$ cat config.mk
export PLATFORM = sky130hd
export DESIGN_NAME = instr_mem_loader
export DESIGN_NICKNAME = d
export VERILOG_FILES = /design/src/rtl/instr_mem_loader.sv
export SDC_FILE = /design/constraint.sdc
export NUM_CORES = 1
export LEC_CHECK = 0
export CAP_MARGIN = 20
export CORE_MARGIN = 3
export CORE_UTILIZATION = 52
export CTS_BUF_LIST = sky130_fd_sc_hd__clkbuf_4 sky130_fd_sc_hd__clkbuf_8
export CTS_CLUSTER_DIAMETER = 80
export DETAILED_ROUTE_END_ITERATION = 10
export GPL_TIMING_DRIVEN = 0
export MAX_ROUTING_LAYER = met4
export PLACE_DENSITY = 0.78
export SYNTH_ARGS = -nofsm -noshare
export SYNTH_HDL_FRONTEND = slang
export SYNTH_SLANG_ARGS = --single-unit
$ cat constraint.sdc
create_clock -name clk_i -period 2.3 [get_ports clk_i]
set_clock_uncertainty 0.15 [all_clocks]
set_input_delay 0.46 -clock clk_i [delete_from_list [all_inputs] [get_ports clk_i]]
set_output_delay 0.46 -clock clk_i [all_outputs]
set_load 0.01 [all_outputs]
$ cat src/rtl/instr_mem_loader.sv
// Byte-stream program loader: parses SYNC/count/words/checksum frames, writes
// assembled instruction words from address 0 and holds the CPU until a verified image is in.
module instr_mem_loader #(
  parameter int unsigned INSTR_WIDTH = 19,
  parameter int unsigned ADDR_WIDTH  = 12,
  parameter logic [7:0]  SYNC_BYTE   = 8'hA5
) (
  input  logic                   clk_i,
  input  logic                   reset_i,
  input  logic                   in_valid_i,
  input  logic [7:0]             in_data_i,
  output logic                   in_ready_o,
  output logic                   imem_we_o,
  output logic [ADDR_WIDTH-1:0]  imem_addr_o,
  output logic [INSTR_WIDTH-1:0] imem_wdata_o,
  output logic                   cpu_hold_o,
  output logic                   load_done_o,
  output logic                   load_error_o
);

  typedef enum logic [3:0] {
    S_IDLE   = 4'd0,
    S_CNT_HI = 4'd1,
    S_CNT_LO = 4'd2,
    S_W0     = 4'd3,
    S_W1     = 4'd4,
    S_W2     = 4'd5,
    S_CHK    = 4'd6,
    S_DONE   = 4'd7,
    S_ERR    = 4'd8
  } state_t;

  // Bits of the first word byte that lie above INSTR_WIDTH and must be zero.
  localparam logic [7:0]  W0_MASK  = 8'(8'hFF << (INSTR_WIDTH - 16));
  localparam logic [16:0] CAPACITY = 17'd1 << ADDR_WIDTH;

  function automatic logic [7:0] chk_update(input logic [7:0] acc, input logic [7:0] b);
    return acc ^ b;
  endfunction

  state_t                  state_q, state_d;
  logic                    ready_q;
  logic                    we_q;
  logic [ADDR_WIDTH-1:0]   addr_q;
  logic [INSTR_WIDTH-1:0]  wdata_q;
  logic                    hold_q;
  logic                    done_q;
  logic                    error_q;
  logic [7:0]              chk_q;
  logic [7:0]              cnt_hi_q;
  logic [7:0]              b0_q;
  logic [7:0]              b1_q;
  logic [ADDR_WIDTH:0]     n_q;
  logic [ADDR_WIDTH:0]     idx_q;

  logic                    accept_s;
  logic                    sync_s;
  logic                    chk_upd_s;
  logic                    wr_s;
  logic [15:0]             n_full_s;
  logic [ADDR_WIDTH:0]     idx_inc_s;
  logic [INSTR_WIDTH-1:0]  word_s;

  assign accept_s  = in_valid_i & ready_q;
  assign n_full_s  = {cnt_hi_q, in_data_i};
  assign idx_inc_s = idx_q + (ADDR_WIDTH+1)'(1'b1);
  assign word_s    = INSTR_WIDTH'({b0_q, b1_q, in_data_i});

  // Next-state and per-byte control strobes; nothing moves without an accepted byte.
  always_comb begin
    state_d   = state_q;
    sync_s    = 1'b0;
    chk_upd_s = 1'b0;
    wr_s      = 1'b0;
    if (accept_s) begin
      case (state_q)
        S_IDLE, S_DONE: begin
          if (in_data_i == SYNC_BYTE) begin
            state_d = S_CNT_HI;
            sync_s  = 1'b1;
          end else begin
            state_d = state_q;
          end
        end
        S_CNT_HI: begin
          state_d   = S_CNT_LO;
          chk_upd_s = 1'b1;
        end
        S_CNT_LO: begin
          chk_upd_s = 1'b1;
          if ({1'b0, n_full_s} > CAPACITY) begin
            state_d = S_ERR;
          end else if (n_full_s == 16'd0) begin
            state_d = S_CHK;
          end else begin
            state_d = S_W0;
          end
        end
        S_W0: begin
          if ((in_data_i & W0_MASK) != 8'd0) begin
            state_d = S_ERR;
          end else begin
            state_d   = S_W1;
            chk_upd_s = 1'b1;
          end
        end
        S_W1: begin
          state_d   = S_W2;
          chk_upd_s = 1'b1;
        end
        S_W2: begin
          chk_upd_s = 1'b1;
          wr_s      = 1'b1;
          if (idx_inc_s == n_q) begin
            state_d = S_CHK;
          end else begin
            state_d = S_W0;
          end
        end
        S_CHK: begin
          if (in_data_i == chk_q) begin
            state_d = S_DONE;
          end else begin
            state_d = S_ERR;
          end
        end
        S_ERR:   state_d = S_ERR;
        default: state_d = S_ERR;
      endcase
    end else begin
      state_d = state_q;
    end
  end

  // State, datapath and registered outputs.
  always_ff @(posedge clk_i) begin
    if (reset_i) begin
      state_q  <= S_IDLE;
      ready_q  <= 1'b0;
      we_q     <= 1'b0;
      addr_q   <= '0;
      wdata_q  <= '0;
      hold_q   <= 1'b1;
      done_q   <= 1'b0;
      error_q  <= 1'b0;
      chk_q    <= 8'd0;
      cnt_hi_q <= 8'd0;
      b0_q     <= 8'd0;
      b1_q     <= 8'd0;
      n_q      <= '0;
      idx_q    <= '0;
    end else begin
      state_q <= state_d;
      ready_q <= 1'b1;
      we_q    <= wr_s;
      done_q  <= (state_d == S_DONE);
      error_q <= (state_d == S_ERR);
      hold_q  <= (state_d != S_DONE);

      if (sync_s) begin
        chk_q <= 8'd0;
      end else if (chk_upd_s) begin
        chk_q <= chk_update(chk_q, in_data_i);
      end

      if (sync_s) begin
        idx_q <= '0;
      end else if (wr_s) begin
        idx_q <= idx_inc_s;
      end

      if (wr_s) begin
        addr_q  <= idx_q[ADDR_WIDTH-1:0];
        wdata_q <= word_s;
      end

      if (accept_s && state_q == S_CNT_HI) cnt_hi_q <= in_data_i;
      if (accept_s && state_q == S_CNT_LO) n_q <= n_full_s[ADDR_WIDTH:0];
      if (accept_s && state_q == S_W0) b0_q <= in_data_i;
      if (accept_s && state_q == S_W1) b1_q <= in_data_i;
    end
  end

  assign in_ready_o   = ready_q;
  assign imem_we_o    = we_q;
  assign imem_addr_o  = addr_q;
  assign imem_wdata_o = wdata_q;
  assign cpu_hold_o   = hold_q;
  assign load_done_o  = done_q;
  assign load_error_o = error_q;

endmodule

* Word level (Yosys, flattened, before mapping)
Cells that the tools add are included.
Storage, ports and cells: register bits 93, latch bits 0, RAM bits 0, memory bits (read-only) 0, input bits 11, output and inout port bits 36, memories kept 0
Operators by class: add/subtract/negate cells 1, multiply operators 0, divide/modulo/power cells 0, magnitude comparators 1, equality and inequality tests 13, shift operators 0, multiplexer cells 17, bitwise gates (word level) 2, reduce and logical (&&, ||, !) cells 10
Operators by type and width (number):
- $pmux W4 S7 | 1
- $eq A4 B3 Y1 const B | 5
- $mux W4 | 5
- $gt A16 B13 Y1 const B | 1
- $logic_not A16 Y1 | 1
- $add A13 B1 Y13 const B | 1
- $eq A13 B13 Y1 | 1
- $eq A4 B2 Y1 const B | 2
- $eq A8 B8 Y1 | 1
- $eq A8 B8 Y1 const B | 1
- $mux W1 | 8
- $reduce_bool A8 Y1 | 1
- $xor A8 B8 Y8 | 1
- $mux W3 | 2
- $eq A4 B1 Y1 const B | 1
- $eq A4 B4 Y1 const B | 1
- $logic_and A1 B1 Y1 | 4
- $logic_not A4 Y1 | 1
- $ne A4 B3 Y1 const B | 1
- $reduce_or A2 Y1 | 2
- $reduce_or A4 Y1 | 1
- $pmux W1 S2 | 1
- $and A1 B1 Y1 | 1

* Logic depth before layout (Yosys ltp)
word-level depth 6, mapped depth 8, gate-level depth less buffers 8

* Worst setup path after synthesis
Ideal clock, no wire load.
path kind register -> register, start point reg idx_q[1], end point reg done_q, in the netlist load_done_o, library setup time 0.090 ns, arrival 2.218 ns, slack -0.158 ns, cell stages (with the launch flop) 9, clock period less this slack 2.458 ns, path through dfxtp_1 ha_1 nand4_1 or4_1 and3_1 a211o_1 nand3_1 a21oi_2 nor4bb_2
Between the ends: longest elaborated chain between the ends 6
RTL lines:
- start, declared | line 54 | logic [ADDR_WIDTH:0] idx_q;
- start signal, assigned | line 169 | idx_q <= idx_inc_s;
- $add A13 B1 Y13 | line 66 | assign idx_inc_s = idx_q + (ADDR_WIDTH+1)'(1'b1);
- $eq A13 B13 Y1 | line 114 | if (idx_inc_s == n_q) begin
- $mux W3 | line 114
- $pmux W4 S7 | line 76 | case (state_q)
- $mux W4 | line 75 | if (accept_s) begin
- $eq A4 B3 Y1 | line 156 | done_q <= (state_d == S_DONE);
- end signal, assigned | line 156
- end, declared | line 47 | logic done_q;
No other way between the ends. A chain may end at the register's enable or synchronous reset.

* Worst setup path after layout
start point reg idx_q[1], end point reg hold_q, in the netlist cpu_hold_o
Between the ends: longest elaborated chain between the ends 6
RTL lines:
- $add A13 B1 Y13 | line 66
- $eq A13 B13 Y1 | line 114
- $mux W3 | line 114
- $pmux W4 S7 | line 76
- $mux W4 | line 75
- $ne A4 B3 Y1 | line 158 | hold_q <= (state_d != S_DONE);
- end signal, assigned | line 158
- end, declared | line 46 | logic hold_q;
No other way between the ends.

==> summary.txt <==
Rows - 32
post-layout util - 66.95%
final wirelength - 10490 microns
drt wl/cell - 15.77 microns
placed insts - 638
Internal - 2.040 mW
Comb pwr share - 3.3%
Sw Share - 25.23%
Synth Area per Inst - 8.409 sq um
Clk pin slew, worst setup/hold paths - 0.10 ns
Worst setup SP type - flip-flop
Top FF cell, synth - dfxtp_1
initial antenna violation count - 0
core area - 7767 sq um
post-route setup slack - -0.05469 ns
Clock Root Buffer - clkbuf_8
clock share of power - 37.8%
post-synthesis compound-gate area fraction - 10.73%
Clock Latency Late Sink - 0.35 ns
dpl hpwl - 7072 microns
number of global-route vias before repair - 3496
initial detailed-routing violation count - 199
Initial Util - 53.91%
Pre-antenna DRT Iters - 4
largest family of logic cells by synthesized area - simple AND/OR/NAND/NOR gates
Distinct cells, synth - 53
htree depth - 3
Worst EP required - 2.45 ns
Worst path slowest cell - or4b_2
net switching power figure - 688.2 uW
Via-to-Cell Ratio - 5.490
CTS tree - done
Yosys top cell area share - 44.46%
I/O pin count - 47
Post-Syn Nets - 510
Area contributors post-synth - dfxtp_1 44%, nand2_1 8.0%, mux2i_1 7.6%, xor2_1 6.1%, nor2_1 6.0%
global-route wire length before repair - 17260 microns
synthesized cell area - 4188 sq um
unrepaired setup endpoints after global routing - true
crit path kind - reg2reg
Final setup viols - 3
failing checks - negative setup slack
Leakage - 2.087 nW
flops & latches, synth - 93
adder-cell area share of the yosys netlist - 0.2988%
CP Capture Type - flip-flop
part of the cycle the worst path needs - 102.4%
Final nets - 570
via count - 3651
HP Class - reg2reg
commonest non-fill, non-tap cell in the layout - nand2_1
gpl congestion - 0.9169
max_slew headroom - 61.04%
Post-synth EDFFs - 0
post-synth top area cell - dfxtp_1
Die W - 95.74 microns
layout cells sized above 1 - 16.52%
P per Cell Area - 524.7 nW/um^2
Worst Min Path Start - imem_wdata_o[2]
worst slew pin tran - 0.5844 ns
final hold violation count - 0
Antenna Cells - 0
status - finished with violations
final routed DRC violation total - 0
worst vdd ir - 441.3 uV
Die H - 95.74 microns
Congestion Overflow GR - 0
simple-gate share of the synthesized area - 23.96%
clk buf depth - 2
Crit Reg-Reg Startpoint - idx_q[1]
most frequent cells in the layout - 88 x nand2_1, 83 x dfxtp_1, 66 x nor2_1
register area share after synthesis - 44.46%
fmax - 424.7 MHz
share of power burned in registers - 58.9%
crit path launch - idx_q[1]
fillers - 641
hold_buf cts - 0
MaxCap Viol Count - 0
Sum Neg Setup Slack - -0.1422 ns
Post-Synth XOR/XNOR Area - 8.575%
post-synthesis async set-or-reset flop share - 0%
Crit Path Max Fanout - 6
CP Cell Sequence - ha_4 > nor2b_1 > or4b_2 > o21ai_1 > and4_4 > nand3_2 > a21oi_4 > nand4bb_1
total CTS buffers - 9
Clock Sinks - 93
synthesis-to-layout area growth - 24.17%
Max stage delay on crit path - 0.62 ns
Port Buffers - 38
Total GRT Usage - 24.99%
post-route ant nets - 0
Yosys Warn Count - 0
fin. max-slew vios - 0
DIE AREA - 9166 sq um
Post-Syn Instances - 498
Tot Pwr - 2.728 mW
largest net degree at the start of global routing - 18
post-synthesis mux area share - 7.649%
Final Critical Period - 2.355 ns
final instance count without filler cells - 665
CP arrival - 2.50 ns
-- area by class of cell --
cell class,count,area [sq um],share of cell area (%)
multi-input combinational,359,2305,44.32
clock buffer,9,123.9,2.382
tap,102,127.6,2.454
clock inverter,7,56.30,1.083
sequential,93,1879,36.14
inverter,7,26.28,0.5053
buffer,32,158.9,3.056
timing repair buffer,56,523.0,10.06
-- Yosys cell counts (3+ instances only) --
cell and number:
a211o_1 3, a211oi_1 3, a21oi_1 38, and3_1 3
buf_1 3, buf_2 4, clkbuf_1 31, dfxtp_1 93
inv_1 7, mux2i_1 32, nand2_1 89, nand3_1 8
nand4_1 8, nor2_1 67, nor2b_1 3, nor3_1 12
nor4_1 5, o21ai_0 5, or4_1 5, xnor2_1 12
xor2_1 29
-- kinds of logic (layout without fill, tap and decap cells) --
logic type | after synthesis | count (layout)
AND/OR/NAND/NOR | 218 | 218
flip-flops | 93 | 93
AO/OA/AOI/OAI | 67 | 67
buffers and inverters | 46 | 111
XOR/XNOR | 41 | 41
multiplexers | 32 | 32
adder cells (fa/ha/maj) | 1 | 1
-- metal layers --
metal / vias up / track usage, % / share of wire, %
met4: 0 / 8.768 / 1.6
met3: 16 / 4.769 / 4.7
met2: 105 / 39.43 / 48
met5: - / - / 0
met1: 1736 / 32.14 / 46
li1: 1794 / - / -
-- final timing paths --
| kind | slack [ns] | endpoint | cells past startpoint |
|---|---|---|---|
| worst max register to register | -0.05 | cpu_hold_o | 8 |
| worst min-delay path | 0.31 | imem_wdata_o[2] | 2 |
| worst max-delay path | -0.05 | cpu_hold_o | 8 |
| worst min register to register | 0.31 | imem_wdata_o[2] | 2 |
-- state kept, by name, summed over array words and instances, names as in the netlist --
name	flops
imem_wdata_o	19
idx_q	13
state_q	4
b0_q	3
imem_we_o	1
cpu_hold_o	1
chk_q	8
cnt_hi_q	8
load_error_o	1
in_ready_o	1
imem_addr_o	12
n_q	13
b1_q	8
load_done_o	1
-- worst max-delay path, delay by kind of cell (launching register included) --
family | cells | cell delay, ns
adders and majority gates | 1 | 0.18
and+or+nand+nor | 5 | 1.27
AOI/OAI and AO/OA | 2 | 0.33
DFF | 1 | 0.38
-- through the flow --
stage          setup slack, ns  area [sq um]  hold slack, ns
6_report              -0.05469          5200          0.3089
3_5_place_dp           -0.7732          4712          0.2977
2_1_floorplan         -0.01320          4204          0.2812
4_1_cts               -0.06048          5156          0.3035
3_3_place_gp           -0.7437          4712          0.2910
5_1_grt                -0.1555          5200          0.3269
-- repair_timing --
action,in CTS,in global routing
pin swaps,12,10
setup buffers,15,3
setup endpoints to repair,78,63
cloned,0,0
resized for setup,54,23
-- power groups by stage --
stage	combinational [mW]	sequential [mW]	clock, mW
after floorplan	0.0509	1.65	0
after global placement	0.0843	1.65	0
after detailed placement	0.0848	1.65	0
after CTS	0.0873	1.61	1.05
after global routing	0.0960	1.61	1.12
final	0.0899	1.61	1.03
No activity file was read; power rests on OpenSTA's default activity.
==> RTL change 1, RTL diff (same settings) <==
Make the reset (`reset_i`) asynchronous in one clocked block.
--- a/src/rtl/instr_mem_loader.sv
+++ b/src/rtl/instr_mem_loader.sv
@@ -135,3 +135,3 @@
   // State, datapath and registered outputs.
-  always_ff @(posedge clk_i) begin
+  always_ff @(posedge clk_i or posedge reset_i) begin
     if (reset_i) begin
Function: differs if reset_i is asserted again (counterexample within 4 cycles, from zero or initial values and one cycle with reset_i high); with reset_i held inactive, the same outputs for 10 cycles.
==> RTL change 1 against the original RTL <==
  * The flow still finishes with violations (setup timing)
  * Critical path depth is the same
  * Design area grew 7.4%
  * Area after synthesis grew 6.8%
  * Sequential cell count is the same
  * Die area grew 6.4%
  * Count of clock-buffer cells in the layout is the same
  * Routed wire length grew 0.33%
  * Setup slack lost 0.14 ns
  * Critical endpoint is now cpu_hold_o$_DFF_PP1_
  * Largest cell class is now sequential cells
Power is not compared: it rests on default switching activity, and its combinational part moved more than twofold at a synthesized area within 25%.
==> RTL change 1: results (changes against the original RTL) <==
Endpoints failing setup - 2 (-1)
Top delay family on crit path - compound AO/OA/AOI/OAI gates
Post-synth net total - 492 (-3.5%)
Post-synthesis mux area share - 5.01% (-2.6 points)
Metal-1 WL - 4.64 mm (-3.3%)
Post-Synth Adder-Cell Area - 0.280% (-0.019 points)
Outcome - finished with violations
Worst hold path depth - 3 (+1)
Min-delay src - in_data_i[0]
Gp weighted congestion - 0.892 (-2.7%)
Worst-skew pair later-pin latency - 0.37 ns (+0.02 ns)
Register area share after synthesis - 52.0% (+7.6 points)
Mapped Cells - 480 (-3.6%)
WHS - 0.266 ns (-0.0427 ns)
Vias per inst - 5.64 (+2.8%)
Synth Area in XOR/XNOR - 4.70% (-3.9 points)
Synth unique cells - 54 (+1.9%)
Failing checks - setup timing
Initial DRC Count - 291 (+46%)
First-pass GRT wire length - 17.6 mm (+2.0%)
Final nets - 562 (-1.4%)
Worst hold endpoint - n_q[0]$_DFFE_PP0P_
Die W - 98.8 um (+3.2%)
Critical-path top delay cell - dfrtp_2
Worst setup startpoint - idx_q[1]$_DFFE_PP0P_
Worst R2R End - cpu_hold_o$_DFF_PP1_
Pin count of the biggest net entering global routing - 37 (+19)
Synth area leaders - dfrtp_1 (51%), nand2_1 (13%), mux2_2 (4.8%)
Met2 routed WL - 5.10 mm (+1.5%)
Final WS setup - -0.194 ns (-0.139 ns)
DPL Wire Length - 7.09 mm (+0.32%)
Layout Cells excl Fill - 660 (-0.75%)
RTL change 1: cell count changes after synthesis, sizes merged, moves of 8 or more:
| cell | change |
|---|---|
| a21oi | -33 |
| clkbuf | -10 |
| dfrtp | +92 |
| dfxtp | -93 |
| mux2 | +19 |
| mux2i | -31 |
| nand2 | +60 |
| nand2b | +10 |
| nor2 | -50 |
| o21ai | +16 |
| o2bb2ai | +8 |
| xor2 | -22 |
RTL change 1: per-layer routing:
metal  GRT usage [%]  vias to the layer above
li1                -                     1761
met1            30.7                     1819
met2            35.7                      117
met3            3.26                       27
met4            9.87                        0
met5               -                        -
RTL change 1: layout make-up:
class                           instances  area (um2)
Fill cell                             638        2720
Sequential cell                        93        2330
Multi-Input combinational cell        344        2110
Timing Repair Buffer                   62         598
Buffer                                 27         149
Tap cell                              105         131
Clock buffer                            9         124
Clock inverter                          7        88.8
Inverter                               13        52.6
==> RTL change 2, RTL diff (config.mk and constraints unchanged) <==
Made on the original files. Change the parameter `INSTR_WIDTH` from 19 to 18.
--- a/src/rtl/instr_mem_loader.sv
+++ b/src/rtl/instr_mem_loader.sv
@@ -3,3 +3,3 @@
 module instr_mem_loader #(
-  parameter int unsigned INSTR_WIDTH = 19,
+  parameter int unsigned INSTR_WIDTH = 18,
   parameter int unsigned ADDR_WIDTH  = 12,
Interface: changed (resized imem_wdata_o); port bits go from 47 to 46. No check against the original RTL was run, so the function may have changed too.
==> RTL change 2 against the original RTL <==
  * Power increased by 1.5%
  * Sequential cell count is 2 lower
  * Die area is 0.90% higher
  * Utilization fell by 1.7 points
  * Critical endpoint unchanged
  * Critical path depth stayed put
  * Largest cell class unchanged
  * Area after synthesis is 0.96% higher
  * Setup slack improved by 0.063 ns
  * Non-clock buffer count decreased by 2
  * Routed wire length down 1.7%
  * Via count rose by 0.68%
  * Design area down 2.1%
  * Worst hold slack got worse by 0.090 ns
==> RTL change 2: results (changes against the original RTL) <==
Hold crit path type - in -> reg
Total track usage - 23.8% (-1.2 points)
Crit path DAT - 2.39 ns (-0.11 ns)
Post-synth net total - 515 (+0.98%)
Post-synthesis mux area share - 4.74% (-2.9 points)
Switching part of the total - 25.1% (-0.17 points)
Worst-path fanout max - 7 (+1)
Crit Path Class - in -> reg
Post-synth top cells - nand2_1 (117), dfxtp_1 (91), a21oi_1 (55), nor2_1 (47), xor2_1 (32)
Top delay family on crit path - compound AO/OA/AOI/OAI gates
Outcome - finished, final reports clean
Final nets - 573 (+0.53%)
Post-Synth Adder-Cell Area - 0.296% (-0.0028 points)
Largest stage delay on the critical path - 0.46 ns (-0.16 ns)
Ant diodes - 0 (unchanged)
Register area share after synthesis - 43.1% (-1.4 points)
Avg Inst Size Synth - 8.41 um2 (about the same)
Synth area leaders - dfxtp_1 (43%), nand2_1 (10%), xor2_1 (6.6%)
WHS - 0.219 ns (-0.0900 ns)
Via count - 3676 (+0.68%)
Synth Area in Compound Gates - 12.2% (+1.4 points)
Worst setup startpoint - in_valid_i
DPL Wire Length - 7.13 mm (+0.80%)
R2R setup slack - 0.02 ns (+0.07 ns)
Vias in the first global route - 3498 (+0.057%)
P_comb - 157 uW (+75%)
Pin count of the biggest net entering global routing - 17 (-1)
Number of flip-flops in the largest register - 18 (-1)
Sequential power share - 57.3% (-1.6 points)
Min-delay src - in_data_i[3]
Max-slew headroom - 47.9% (-13 points)
Layout Cells excl Fill - 668 (+0.45%)
Gp weighted congestion - 0.909 (-0.87%)
Synth Area in XOR/XNOR - 8.49% (-0.081 points)
Synth Warn # - 0 (unchanged)
R2R cell count - 6 (-2)
Worst hold endpoint - imem_wdata_o[3]$_SDFFE_PP0P_
Synth unique cells - 56 (+5.7%)
Static leakage - 1.83 nW (-12%)
Final period util - 99.7% (-2.7 points)
Worst r2r src - state_q[0]$_SDFF_PP0_
Drt wl/cell - 15.4 um (-2.1%)
CTS max path bufs - 2 (unchanged)
Share of layout cells above drive strength 1 - 13.8% (-2.7 points)
First-pass GRT wire length - 16.7 mm (-3.4%)
Dpl ws - -1.02 ns (-0.248 ns)
PortBufs - 37 (-2.6%)
Total power per unit cell area - 544 nW/um2 (+3.6%)
Initial antenna violation count - 0 (unchanged)
Placed insts - 642 (+0.63%)
Critical-path top delay cell - clkdlybuf4s50_1
Initial DRC Count - 231 (+16%)
Max IR drop VDD - 0.000393 V (-11%)
DR pass1 iterations - 5 (+1)
Worst hold path depth - 3 (+1)
## RTL change 2: cell types whose count changed in the layout (fill, tap and decap cells not counted), sizes merged, moves of 5 or more
cell   unedited run  this run
a21oi            39        55
nor2             67        49
mux2i            32        20
o21ai             5        10
nand4             9         4
nand2            89       117
inv              11         6
nor3             12         5
## RTL change 2: routing by layer
layer	GRT usage, %	vias to the layer above	share of wire [%]
met3	3.99	25	4.6
met4	7.23	0	1.9
li1	-	1804	-
met1	29.5	1727	43
met5	-	-	0
met2	39.6	120	51
## RTL change 2: repair_timing
| action | CTS | global route |
|---|---|---|
| endpoints found under the hold margin | 0 | 0 |
| pin swaps | 1 | 11 |
| buffers inserted | 3 | 7 |
| setup endpoints to repair | 45 | 44 |
| gates resized for setup | 18 | 15 |
## RTL change 2: cell type report
type,count,area (um2)
flip-flops and latches,91,1830
repair buffers,47,445
multi-input cells,370,2210
well taps,102,128
fillers,655,2720
clock inverters,6,47.5
inverters,3,11.3
clock buffers,10,138
plain buffers,39,275
